## config.mk

```make
export PLATFORM = sky130hd
export DESIGN_NAME = pm_frame_gen
export DESIGN_NICKNAME = d
export VERILOG_FILES = /design/src/rtl/pm_frame_gen.sv
export SDC_FILE = /design/constraint.sdc
export NUM_CORES = 1
export LEC_CHECK = 0
export CORE_MARGIN = 1
export CORE_UTILIZATION = 32
export CTS_CLUSTER_DIAMETER = 120
export DETAILED_ROUTE_END_ITERATION = 10
export GPL_ROUTABILITY_DRIVEN = 0
export PLACE_DENSITY = 0.57
export SLEW_MARGIN = 20
export SYNTH_ARGS = -nofsm -noshare
export SYNTH_HDL_FRONTEND = slang
export SYNTH_SLANG_ARGS = --single-unit
```

## constraint.sdc

```tcl
create_clock -name clk -period 10.1 [get_ports clk]
set_input_delay 3.03 -clock clk [delete_from_list [all_inputs] [get_ports clk]]
set_output_delay 3.03 -clock clk [all_outputs]
set_load 0.005 [all_outputs]
```

## src/rtl/pm_frame_gen.sv

```systemverilog
// pm_frame_gen -- paced traffic source.
// Each counted pacing tick becomes one SIZE-byte AXI-Stream frame.
// Ticks that arrive while a frame is in flight are queued, up to MAX_PENDING.
// Ticks beyond that limit are counted in a saturating drop counter.
//
// Ports:
//   clk, rst          clock; asynchronous active-high reset
//   enable            accept ticks when high; low clears the pending queue
//   tick_in           single-cycle pacing pulse
//   m_axis_*          AXI-Stream master (tdata/tkeep/tvalid/tready/tlast)
//   frame_count       frames completed (wraps)
//   drop_count        ticks dropped (saturates)
//   busy              frame in flight or ticks pending
module pm_frame_gen #(
   parameter int SIZE        = 64,
   parameter int DATA_WIDTH  = 64,
   parameter int KEEP_WIDTH  = DATA_WIDTH / 8,
   parameter int MAX_PENDING = 4,
   parameter int SEQ_WIDTH   = 32
) (
   input  logic                  clk,
   input  logic                  rst,
   input  logic                  enable,
   input  logic                  tick_in,
   output logic [DATA_WIDTH-1:0] m_axis_tdata,
   output logic [KEEP_WIDTH-1:0] m_axis_tkeep,
   output logic                  m_axis_tvalid,
   input  logic                  m_axis_tready,
   output logic                  m_axis_tlast,
   output logic [SEQ_WIDTH-1:0]  frame_count,
   output logic [31:0]           drop_count,
   output logic                  busy
);

   localparam int BEATS     = (SIZE + KEEP_WIDTH - 1) / KEEP_WIDTH;
   localparam int BEAT_W    = (BEATS > 1) ? $clog2(BEATS) : 1;
   localparam int PEND_W    = $clog2(MAX_PENDING + 1);
   localparam int SEQ_BYTES = SEQ_WIDTH / 8;

   localparam logic [0:0] ST_IDLE = 1'b0;
   localparam logic [0:0] ST_SEND = 1'b1;

   localparam logic [BEAT_W-1:0] LAST_BEAT = BEAT_W'(BEATS - 1);
   localparam logic [PEND_W-1:0] PEND_MAX  = PEND_W'(MAX_PENDING);

   logic [0:0]           state_reg, state_next;
   logic [BEAT_W-1:0]    beat_reg, beat_next;
   logic [SEQ_WIDTH-1:0] seq_reg, seq_next;
   logic [PEND_W-1:0]    pending_reg, pending_next;
   logic [SEQ_WIDTH-1:0] frame_count_next;
   logic [31:0]          drop_count_next;
   logic                 valid_next;
   logic                 frame_start;
   logic                 tick_ok;
   logic                 start_ok;

   // Beat contents are computed for the beat that will be presented next
   // and registered, so every AXI output comes straight from a flop.
   logic [DATA_WIDTH-1:0] data_pre;
   logic [KEEP_WIDTH-1:0] keep_pre;

   generate
      for (genvar gi = 0; gi < KEEP_WIDTH; gi++) begin : g_lane
         logic [31:0] lane_idx;
         assign lane_idx     = 32'(beat_next) * 32'(KEEP_WIDTH) + 32'(gi);
         assign keep_pre[gi] = (lane_idx < 32'(SIZE));
         if (gi < SEQ_BYTES) begin : g_seq
            // Sequence bytes only ever land in beat 0.
            assign data_pre[8*gi +: 8] = !keep_pre[gi]      ? 8'h00 :
                                         (beat_next == '0)  ? seq_next[8*gi +: 8] :
                                                              lane_idx[7:0];
         end else begin : g_pat
            assign data_pre[8*gi +: 8] = keep_pre[gi] ? lane_idx[7:0] : 8'h00;
         end
      end
   endgenerate

   always_comb begin
      state_next       = state_reg;
      beat_next        = beat_reg;
      seq_next         = seq_reg;
      valid_next       = m_axis_tvalid;
      frame_count_next = frame_count;
      drop_count_next  = drop_count;
      pending_next     = pending_reg;
      frame_start      = 1'b0;
      tick_ok          = tick_in && enable;
      // A low enable flushes the queue, so it also blocks new frame starts.
      start_ok         = enable && (pending_reg != '0);

      case (state_reg)
         ST_IDLE: begin
            if (start_ok) begin
               frame_start = 1'b1;
               state_next  = ST_SEND;
               beat_next   = '0;
               seq_next    = frame_count;
               valid_next  = 1'b1;
            end
         end
         default: begin
            if (m_axis_tvalid && m_axis_tready) begin
               if (beat_reg == LAST_BEAT) begin
                  frame_count_next = frame_count + SEQ_WIDTH'(1);
                  beat_next        = '0;
                  if (start_ok) begin
                     // Back-to-back frame: its sequence number is the
                     // count that becomes visible together with beat 0.
                     frame_start = 1'b1;
                     seq_next    = frame_count_next;
                  end else begin
                     state_next = ST_IDLE;
                     valid_next = 1'b0;
                  end
               end else begin
                  beat_next = beat_reg + BEAT_W'(1);
               end
            end
         end
      endcase

      if (!enable) begin
         pending_next = '0;
      end else if (tick_ok && !frame_start) begin
         if (pending_reg == PEND_MAX) begin
            if (drop_count != 32'hFFFF_FFFF)
               drop_count_next = drop_count + 32'd1;
         end else begin
            pending_next = pending_reg + PEND_W'(1);
         end
      end else if (!tick_ok && frame_start) begin
         pending_next = pending_reg - PEND_W'(1);
      end
      // Tick and frame start in the same cycle cancel: pending unchanged.
   end

   always_ff @(posedge clk or posedge rst) begin
      if (rst) begin
         state_reg     <= ST_IDLE;
         beat_reg      <= '0;
         seq_reg       <= '0;
         pending_reg   <= '0;
         frame_count   <= '0;
         drop_count    <= '0;
         busy          <= 1'b0;
         m_axis_tvalid <= 1'b0;
         m_axis_tlast  <= 1'b0;
         m_axis_tdata  <= '0;
         m_axis_tkeep  <= '0;
      end else begin
         state_reg     <= state_next;
         beat_reg      <= beat_next;
         seq_reg       <= seq_next;
         pending_reg   <= pending_next;
         frame_count   <= frame_count_next;
         drop_count    <= drop_count_next;
         busy          <= (state_next == ST_SEND) || (pending_next != '0);
         m_axis_tvalid <= valid_next;
         m_axis_tlast  <= valid_next && (beat_next == LAST_BEAT);
         m_axis_tdata  <= valid_next ? data_pre : '0;
         m_axis_tkeep  <= valid_next ? keep_pre : '0;
      end
   end

endmodule
```

==> results of run 1 <==
layout by cell type (no fill, tap or decap), drive strengths merged, types with 7 or more instances in the layout:
master,n
a21oi,23
a22oi,7
a31oi,10
and2,8
and3,19
and4,11
buf,7
clkbuf,20
clkdlybuf4s50,131
clkinv,9
conb,12
dfrtp,141
ha,7
inv,19
nand2,51
nand3,50
nand4,32
nor2,51
nor3,28
nor4,14
o21ai,17
o22ai,11
or3,7
xnor2,41
xor2,19
how the worst max path moves through the flow:
| stage | from | to | slack, ns | depth (start not counted) |
|---|---|---|---|---|
| after global routing | enable | m_axis_tdata[15] | 3.08 | 7 |
| after floorplan | rst | beat_reg[0] | 3.29 | 1 |
| after CTS | enable | m_axis_tdata[15] | 3.49 | 7 |
| after detailed placement | enable | m_axis_tdata[15] | 3.07 | 7 |
| after global placement | enable | m_axis_tdata[15] | 3.30 | 7 |
| final | enable | m_axis_tdata[15] | 3.43 | 7 |
area by class of cell:
cell class / count / area (sq um)
Clock buffer: 20 / 456.7
Clock inverter: 12 / 91.34
Fill cell: 2155 / 12950
Inverter: 21 / 83.83
Multi-Input combinational cell: 507 / 3268
Sequential cell: 141 / 3528
Tap cell: 280 / 350.3
Timing Repair Buffer: 138 / 1364
per-layer routing:
metal	GRT usage	share of wire	wire length [um]	vias up
met5	0	0	0	-
met4	0.07648	0.029	631	0
met3	0.04083	0.056	1208	39
met2	0.3009	0.47	10220	233
met1	0.2557	0.45	9709	3024
li1	-	-	-	2802
logic make-up (layout without fill, tap and decap cells):
group,Yosys count,count (layout),synth area share
AO/OA/AOI/OAI,130,130,0.1284
XOR/XNOR,60,60,0.07190
adder cells (fa/ha/maj),8,8,0.01335
buffers and inverters,97,191,0.08029
flip-flops,141,141,0.4828
multiplexers,8,8,0.01147
other,1,12,0.0005131
AND/OR/NAND/NOR,289,289,0.2113
power by group through the flow:
stage	sequential [uW]	clock (uW)	combinational [uW]
6_report	752	582	679
5_1_grt	765	617	740
4_1_cts	753	593	682
3_5_place_dp	761	0	680
3_3_place_gp	762	0	670
2_1_floorplan	742	0	424
metrics by stage:
stage	hold WS [ns]	total power [uW]	instance area, sq um	setup slack, ns
after floorplan	0.4425	1166	7350	3.289
after global placement	0.4585	1432	8588	3.305
after detailed placement	0.4691	1441	8588	3.069
after CTS	0.4867	2029	9136	3.488
after global routing	0.5183	2122	9143	3.083
final	0.4815	2012	9143	3.429
worst max-delay path, delay by kind of cell:
family,cells,cell delay (ns)
buf+inv,3,1.51
simple gates,3,2.13
compound gates,1,0.29
==> impl_metrics.yaml, run 1 <==
sta:
  final.period_utilization: 0.6605
  fin_tns_setup_ns: 0
  rsz0062_at_grt: "no"
  min_period_ns: 6.671
  hold_viol: 0
  drv_slew: 0
  fmax_ghz: 0.1499
  worst_slew_pin_slew_ns: 1.139
  skew_ns: 0.01121
  setup_viol: 0
  max_slew_margin: 0.2362
critical_path:
  r2r_slack_ns: 6.26
  slowest_delay_ns: 0.98
  cpMostUsedCell: "inv_1"
  crit_required_ns: 10.40
  critPathMaxFanout: 19
  rr_startpoint: "pending_reg[0]"
  slowest_stage: "nor3_2"
  endpoint_kind: "flop"
  worstPathCellList: "clkdlybuf4s50_1 > inv_1 > nor3_2 > o22ai_2 > inv_1 > nand4_2 > nor4_1"
  reg2regPathDepth: 8
  cp_data_arrival_time_ns: 6.98
  crit_type: "input port to flop"
  r2r_end: "m_axis_tdata[15]"
  cp-start-kind: "input port"
global_route:
  antenna_found_initial: 0
  track_usage: 0.1912
  globalRoute.totalOverflow: 0
  grt_pass1_wl_um: 34240
  grt_max_degree: 80
  grt_pass1_vias: 5826
clocking:
  cts_sinks: 141
  clk_latency_ns: 0.43
  ctsHtreeMaxLevel: 4
  cts_buffers: 17
  cts_setup_buffers: 0
  cts_hold_buffers: 0
  clk_path_buf_depth: 2
  cts_resized: 0
  clk_pin_slew_ns: 0.06
  root_buffer: "clkbuf_16"
  cts_tree: "yes"
logic_synthesis:
  synth.area.top_cells: "dfrtp_1, xnor2_1, buf_4"
  ys_ff_latch: 141
  ys_types: 78
  syn-cell-area_sq_um: 7308
  async_flop_share: 1.000
  synth_top_area_frac: 0.4828
  ys_warn_count: 0
  ys_seq_area_frac: 0.4828
  synth-edff-count: 0
  avgSynthCellArea_sq_um: 9.957
  synthCells: 734
  synth_top_area_cell: "dfrtp_1"
  synth_most_common_cell: "dfrtp_1"
  synthTopCellsByCount: "dfrtp_1, nand2_1, nor2_1"
  synthFlopType: "dfrtp_1"
route:
  viasPerCell: 5.450
  vias: 6098
  ant_nets: 0
  wl_per_cell_um: 19.45
  wl_um: 21760
  drt_iter0_drc: 405
  drtPass1Iterations: 5
  drcViolationCount: 0
finish:
  area_growth_pct: 25.10
  fin_cells: 1119
  drive_gt1_frac: 0.08105
  antenna_cells: 0
  final_core_util: 0.4138
  regMostFlops: "m_axis_tdata"
  largest_reg_flops: 35
  final_nets: 838
place:
  dp_cells: 1087
  hpwl_um: 15230
  placement.io_buffers: 131
die:
  core_sq_um: 22090
  ios: 144
  num_rows: 54
  die_y_um: 153.1
  fp.dieArea_sq_um: 23450
  initial_core_util: 0.3308
  die_w_um: 153.1
min_path:
  min_from: "seq_reg[23]"
  whs_path_depth: 2
  min_to: "seq_reg[23]"
  worstHoldPathType: "flop to flop"
pwr:
  max-vdd-ir-drop_mv: 0.08693
  pwr_density_cell_nw_per_um2: 220.1
  cellLeakagePower_uw: 0.003833
  clkPwrFrac: 0.289
  p_sw_uw: 687.3
  swShare: 0.3416
  p_int_uw: 1325
  p_comb_frac: 0.338
  pwr-share-seq: 0.373
job:
  cap_violations: 0
outcome:
  status: "finished, final reports clean"
Power figures use the tool's default switching activity.
==> run 2: changes to the inputs <==
--- a/config.mk
+++ b/config.mk
@@ -10,7 +10,7 @@
 export CTS_CLUSTER_DIAMETER = 120
 export DETAILED_ROUTE_END_ITERATION = 10
 export GPL_ROUTABILITY_DRIVEN = 0
-export PLACE_DENSITY = 0.57
+export PLACE_DENSITY = 0.59
 export SLEW_MARGIN = 20
 export SYNTH_ARGS = -nofsm -noshare
 export SYNTH_HDL_FRONTEND = slang
==> constraint.sdc (replaced) <==
create_clock -name clk -period 5.7 [get_ports clk]
set_input_delay 1.71 -clock clk [delete_from_list [all_inputs] [get_ports clk]]
set_output_delay 1.71 -clock clk [all_outputs]
set_load 0.005 [all_outputs]
==> run 2 against run 1 <==
Cell count rose by 0.36%. Via count increased by 0.28%. Die area is the same. Power is 83% higher. Largest cell class unchanged.
==> impl_metrics.yaml, run 2 (synthesis gave the netlist of run 1 again) <==
outcome:
  status: "finished, final reports clean"
clocking:
  clk_path_buf_depth: 2
  ctsHtreeMaxLevel: 4
  clk_latency_ns: 0.43
  cts_hold_buffers: 0
  clk_pin_slew_ns: 0.06
  cts_resized: 0
  cts_buffers: 17
  cts_tree: "yes"
  cts_setup_buffers: 0
  cts_sinks: 141
  root_buffer: "clkbuf_16"
sta:
  setup_viol: 0
  fmax_ghz: 0.2237
  max_slew_margin: 0.2550
  final.period_utilization: 0.7841
  drv_slew: 0
  worst_slew_pin_slew_ns: 1.118
  skew_ns: 0.005969
  rsz0062_at_grt: "no"
  hold_viol: 0
  fin_tns_setup_ns: 0
  min_period_ns: 4.470
  worst_slack_ns: 1.230
critical_path:
  critPathMaxFanout: 19
  crit_type: "input port to flop"
  cp-start-kind: "input port"
  crit_required_ns: 6.02
  cp_data_arrival_time_ns: 4.79
  endpoint_kind: "flop"
route:
  drtPass1Iterations: 5
  vias: 6115
  ant_nets: 0
  wl_per_cell_um: 19.44
  wl_um: 21830
  viasPerCell: 5.445
  drcViolationCount: 0
  drt_iter0_drc: 650
global_route:
  grt_pass1_wl_um: 34770
  track_usage: 0.1945
  grt_max_degree: 100
  grt_pass1_vias: 5881
  globalRoute.totalOverflow: 0
  antenna_found_initial: 0
finish:
  largest_reg_flops: 35
  antenna_cells: 0
  final_common_cell: "dfrtp_1"
  area_growth_pct: 25.97
  final_cell_mix: "dfrtp_1, clkdlybuf4s50_1, nor2_1, nand2_1, nand3_1"
  drive_gt1_frac: 0.08422
  regMostFlops: "m_axis_tdata"
  final_nets: 842
pwr:
  cellLeakagePower_uw: 0.003880
  max-vdd-ir-drop_mv: 0.1653
  pwr_density_cell_nw_per_um2: 399.7
place:
  hpwl_um: 15210
  placement.io_buffers: 131
  pre_cts_slack_ns: 0.8113
die:
  fp.dieArea_sq_um: 23450
  ios: 144
  die_w_um: 153.1
  num_rows: 54
  die_y_um: 153.1
  core_sq_um: 22090
  initial_core_util: 0.3308
job:
  cap_violations: 0
min_path:
  worstHoldPathType: "flop to flop"
==> run 2: changes by cell type in the layout (fill, tap and decap cells not counted), moves of 2 or more <==
cell / change
buf_4: +4
bufinv_16: +3
clkbuf_8: -2
clkinv_4: -3
inv_6: +2
==> run 2: where the power goes <==
group	leakage, uW	switching [uW]	internal [uW]	total [uW]
sequential	0.00184	152	1200	1350
combinational	0.00176	620	567	1190
clock	0.000280	451	691	1140
total	0.00388	1220	2460	3680
==> run 2: critical path: stages <==
cell and delay [ns]:
clkdlybuf4s50_1 0.80, inv_1 0.29, nor3_2 0.29, o22ai_2 0.18
inv_1 0.39, nand4_2 0.66, o31ai_1 0.46
==> run 2: cell type report <==
type	instances	area, sq um
inverter	21	83.83
multi-input combinational	507	3252
clock inverter	13	165.2
clock buffer	19	432.9
fill	2138	12890
timing repair buffer	142	1394
tap	280	350.3
sequential	141	3528
==> run 2: final timing paths <==
check                      slack (ns)               end         from  cells after the start
setup / recovery                 1.23  m_axis_tdata[11]       enable                      7
hold / removal                   0.49       seq_reg[23]  seq_reg[23]                      2
setup reg to reg                 2.06  m_axis_tdata[19]    state_reg                      6
hold reg to reg                  0.49       seq_reg[23]  seq_reg[23]                      2
max in group asynchronous        2.97  m_axis_tdata[17]          rst                      3
min in group asynchronous        1.85  m_axis_tdata[59]          rst                      2
==> run 2: per-stage QoR <==
step	hold WS (ns)	total power, uW	utilization	cells	instance area (sq um)
floorplan	0.4425	2066	-	745	7350
global placement	0.4613	2543	0.3893	1091	8602
detailed placement	0.4708	2558	0.3893	1091	8602
CTS	0.4877	3713	0.4164	1123	9200
global route	0.5090	3881	0.4167	1123	9206
finish	0.4916	3680	0.4167	1123	9206
==> run 2: layer usage <==
metal | global-route usage | vias to the layer above | routed length [um]
li1 | - | 2823 | -
met1 | 0.2570 | 2994 | 9626
met2 | 0.3040 | 260 | 10190
met3 | 0.04338 | 38 | 1392
met4 | 0.08754 | 0 | 619
met5 | 0 | - | 0
==> run 3: changes to the inputs <==
==> constraint.sdc (replaced) <==
create_clock -name clk -period 3.7 [get_ports clk]
set_input_delay 1.11 -clock clk [delete_from_list [all_inputs] [get_ports clk]]
set_output_delay 1.11 -clock clk [all_outputs]
set_load 0.005 [all_outputs]
==> run 3 against run 2 <==
Register-to-register slack got worse by 1.2 ns. Sequential cell count did not move. Wire length fell by 0.69%. Cell count rose by 1.8%. Via count rose by 1.3%. Clock-buffer cell count fell by 1. Core utilization rose by 0.97 points. Critical path type unchanged. Critical endpoint is now m_axis_tdata[14].
==> impl_metrics.yaml, run 3 (synthesis gave the netlist of run 1 again) <==
outcome:
  status: "finished, final reports clean"
finish:
  final_core_util: 0.4264
  regMostFlops: "m_axis_tdata"
  largest_reg_flops: 35
  area_growth_pct: 28.92
  multi_input_area_sq_um: 3246
  fill_cells: 2122
  seqCellArea_sq_um: 3528
  final_cell_mix: "dfrtp_1, clkdlybuf4s50_1, nor2_1, nand2_1, nand3_1"
  antenna_cells: 0
  fin_cells: 1143
  final_nets: 862
  drive_gt1_frac: 0.1054
  final_common_cell: "dfrtp_1"
  final_area_sq_um: 9422
clocking:
  clk_pin_slew_ns: 0.06
  cts_resized: 0
  ctsHtreeMaxLevel: 4
  cts_sinks: 141
  cts_hold_buffers: 0
  root_buffer: "clkbuf_16"
  clk_latency_ns: 0.43
  cts_tree: "yes"
  cts_buffers: 17
  clk_path_buf_depth: 2
  cts_setup_buffers: 0
critical_path:
  critPathMaxFanout: 8
  path_buf_inv: 3
  cp-start-kind: "input port"
  crit_required_ns: 4.07
  rr_startpoint: "frame_count[0]"
  reg2regPathDepth: 6
  r2r_slack_ns: 0.86
  path_delay_family: "buffers and inverters"
  endpoint_kind: "flop"
  slowest_stage: "clkdlybuf4s50_1"
  slowest_delay_ns: 0.59
  worstPathCellList: "clkdlybuf4s50_1 > nand2_1 > mux2_2 > a22oi_2 > buf_4 > clkinv_1 > nor3_1 > o311a_1"
  r2r_end: "m_axis_tdata[24]"
  cp_data_arrival_time_ns: 3.37
  crit_type: "input port to flop"
die:
  num_rows: 54
  core_sq_um: 22090
  fp.dieArea_sq_um: 23450
  die_y_um: 153.1
  initial_core_util: 0.3308
  ios: 144
  die_w_um: 153.1
job:
  cap_violations: 0
route:
  wl_um: 21680
  ant_nets: 0
  wl_per_cell_um: 18.97
  drt_iter0_drc: 501
  vias: 6192
  routed.top_layer: "met4"
  drtPass1Iterations: 5
  viasPerCell: 5.417
  m1WireLength_um: 9695
  wl_met2_um: 10420
  wl_met3_um: 1237
  drcViolationCount: 0
sta:
  max_slew_margin: 0.4241
  drv_slew: 0
  worst_slew_pin_slew_ns: 0.8638
  fmax_ghz: 0.3329
  rsz0062_at_grt: "no"
  fin_tns_setup_ns: 0
  min_period_ns: 3.003
  final.period_utilization: 0.8117
  skew_ns: 0.008952
  hold_viol: 0
  setup_viol: 0
  whs_ns: 0.4675
global_route:
  globalRoute.totalOverflow: 0
  grt_pass1_wl_um: 34740
  grt_pass1_vias: 6019
  grt_max_degree: 142
  antenna_found_initial: 0
  track_usage: 0.1919
place:
  placement.io_buffers: 131
  dp_cells: 1111
  hpwl_um: 15030
  place_area_sq_um: 8776
pwr:
  cellLeakagePower_uw: 0.004013
  max-vdd-ir-drop_mv: 0.2894
  pwr_density_cell_nw_per_um2: 626.3
min_path:
  min_from: "seq_reg[23]"
  whs_path_depth: 2
  worstHoldPathType: "flop to flop"
  min_to: "seq_reg[23]"
[run 3: area by class of cell]
| cell class | count | share of cell area |
|---|---|---|
| clock inverter | 14 | 0.02297 |
| inverter | 21 | 0.008765 |
| sequential | 141 | 0.3745 |
| multi-input combinational | 507 | 0.3445 |
| timing repair buffer | 162 | 0.1665 |
| clock buffer | 18 | 0.04555 |
| tap | 280 | 0.03718 |
[run 3: worst min-delay path, stage by stage, from the launching register on]
cell and delay, ns:
dfrtp_1 0.32, nand2_1 0.06, nand3_1 0.06
[run 3: power breakdown]
| group | leakage (uW) | internal [uW] | switching [uW] |
|---|---|---|---|
| registers | 0.00184 | 1850 | 186 |
| clock network | 0.000314 | 1200 | 702 |
| logic | 0.00185 | 951 | 1020 |
[run 3: stage by stage]
| stage | worst slack (ns) | power, uW |
|---|---|---|
| global route | 0.5488 | 6223 |
| CTS | 0.7314 | 5955 |
| finish | 0.6965 | 5901 |
| floorplan | 0.8269 | 3183 |
| global placement | 0.3283 | 4025 |
| detailed placement | 0.3040 | 4036 |
[run 3: how the worst max path moves through the flow]
stage | startpoint | slack, ns | end | depth (start not counted)
after floorplan | rst | 0.83 | beat_reg[0] | 1
after global placement | m_axis_tready | 0.33 | m_axis_tdata[7] | 7
after detailed placement | m_axis_tready | 0.30 | m_axis_tdata[22] | 7
after CTS | m_axis_tkeep[6] | 0.73 | m_axis_tkeep[5] | 1
after global routing | enable | 0.55 | m_axis_tdata[7] | 8
final | m_axis_tready | 0.70 | m_axis_tdata[14] | 8
[run 3: layer usage]
metal  vias to the layer above  track usage
met1                      3087       0.2577
met2                       232       0.3116
met5                         -            0
li1                       2851            -
met4                         0      0.06205
met3                        22      0.03572
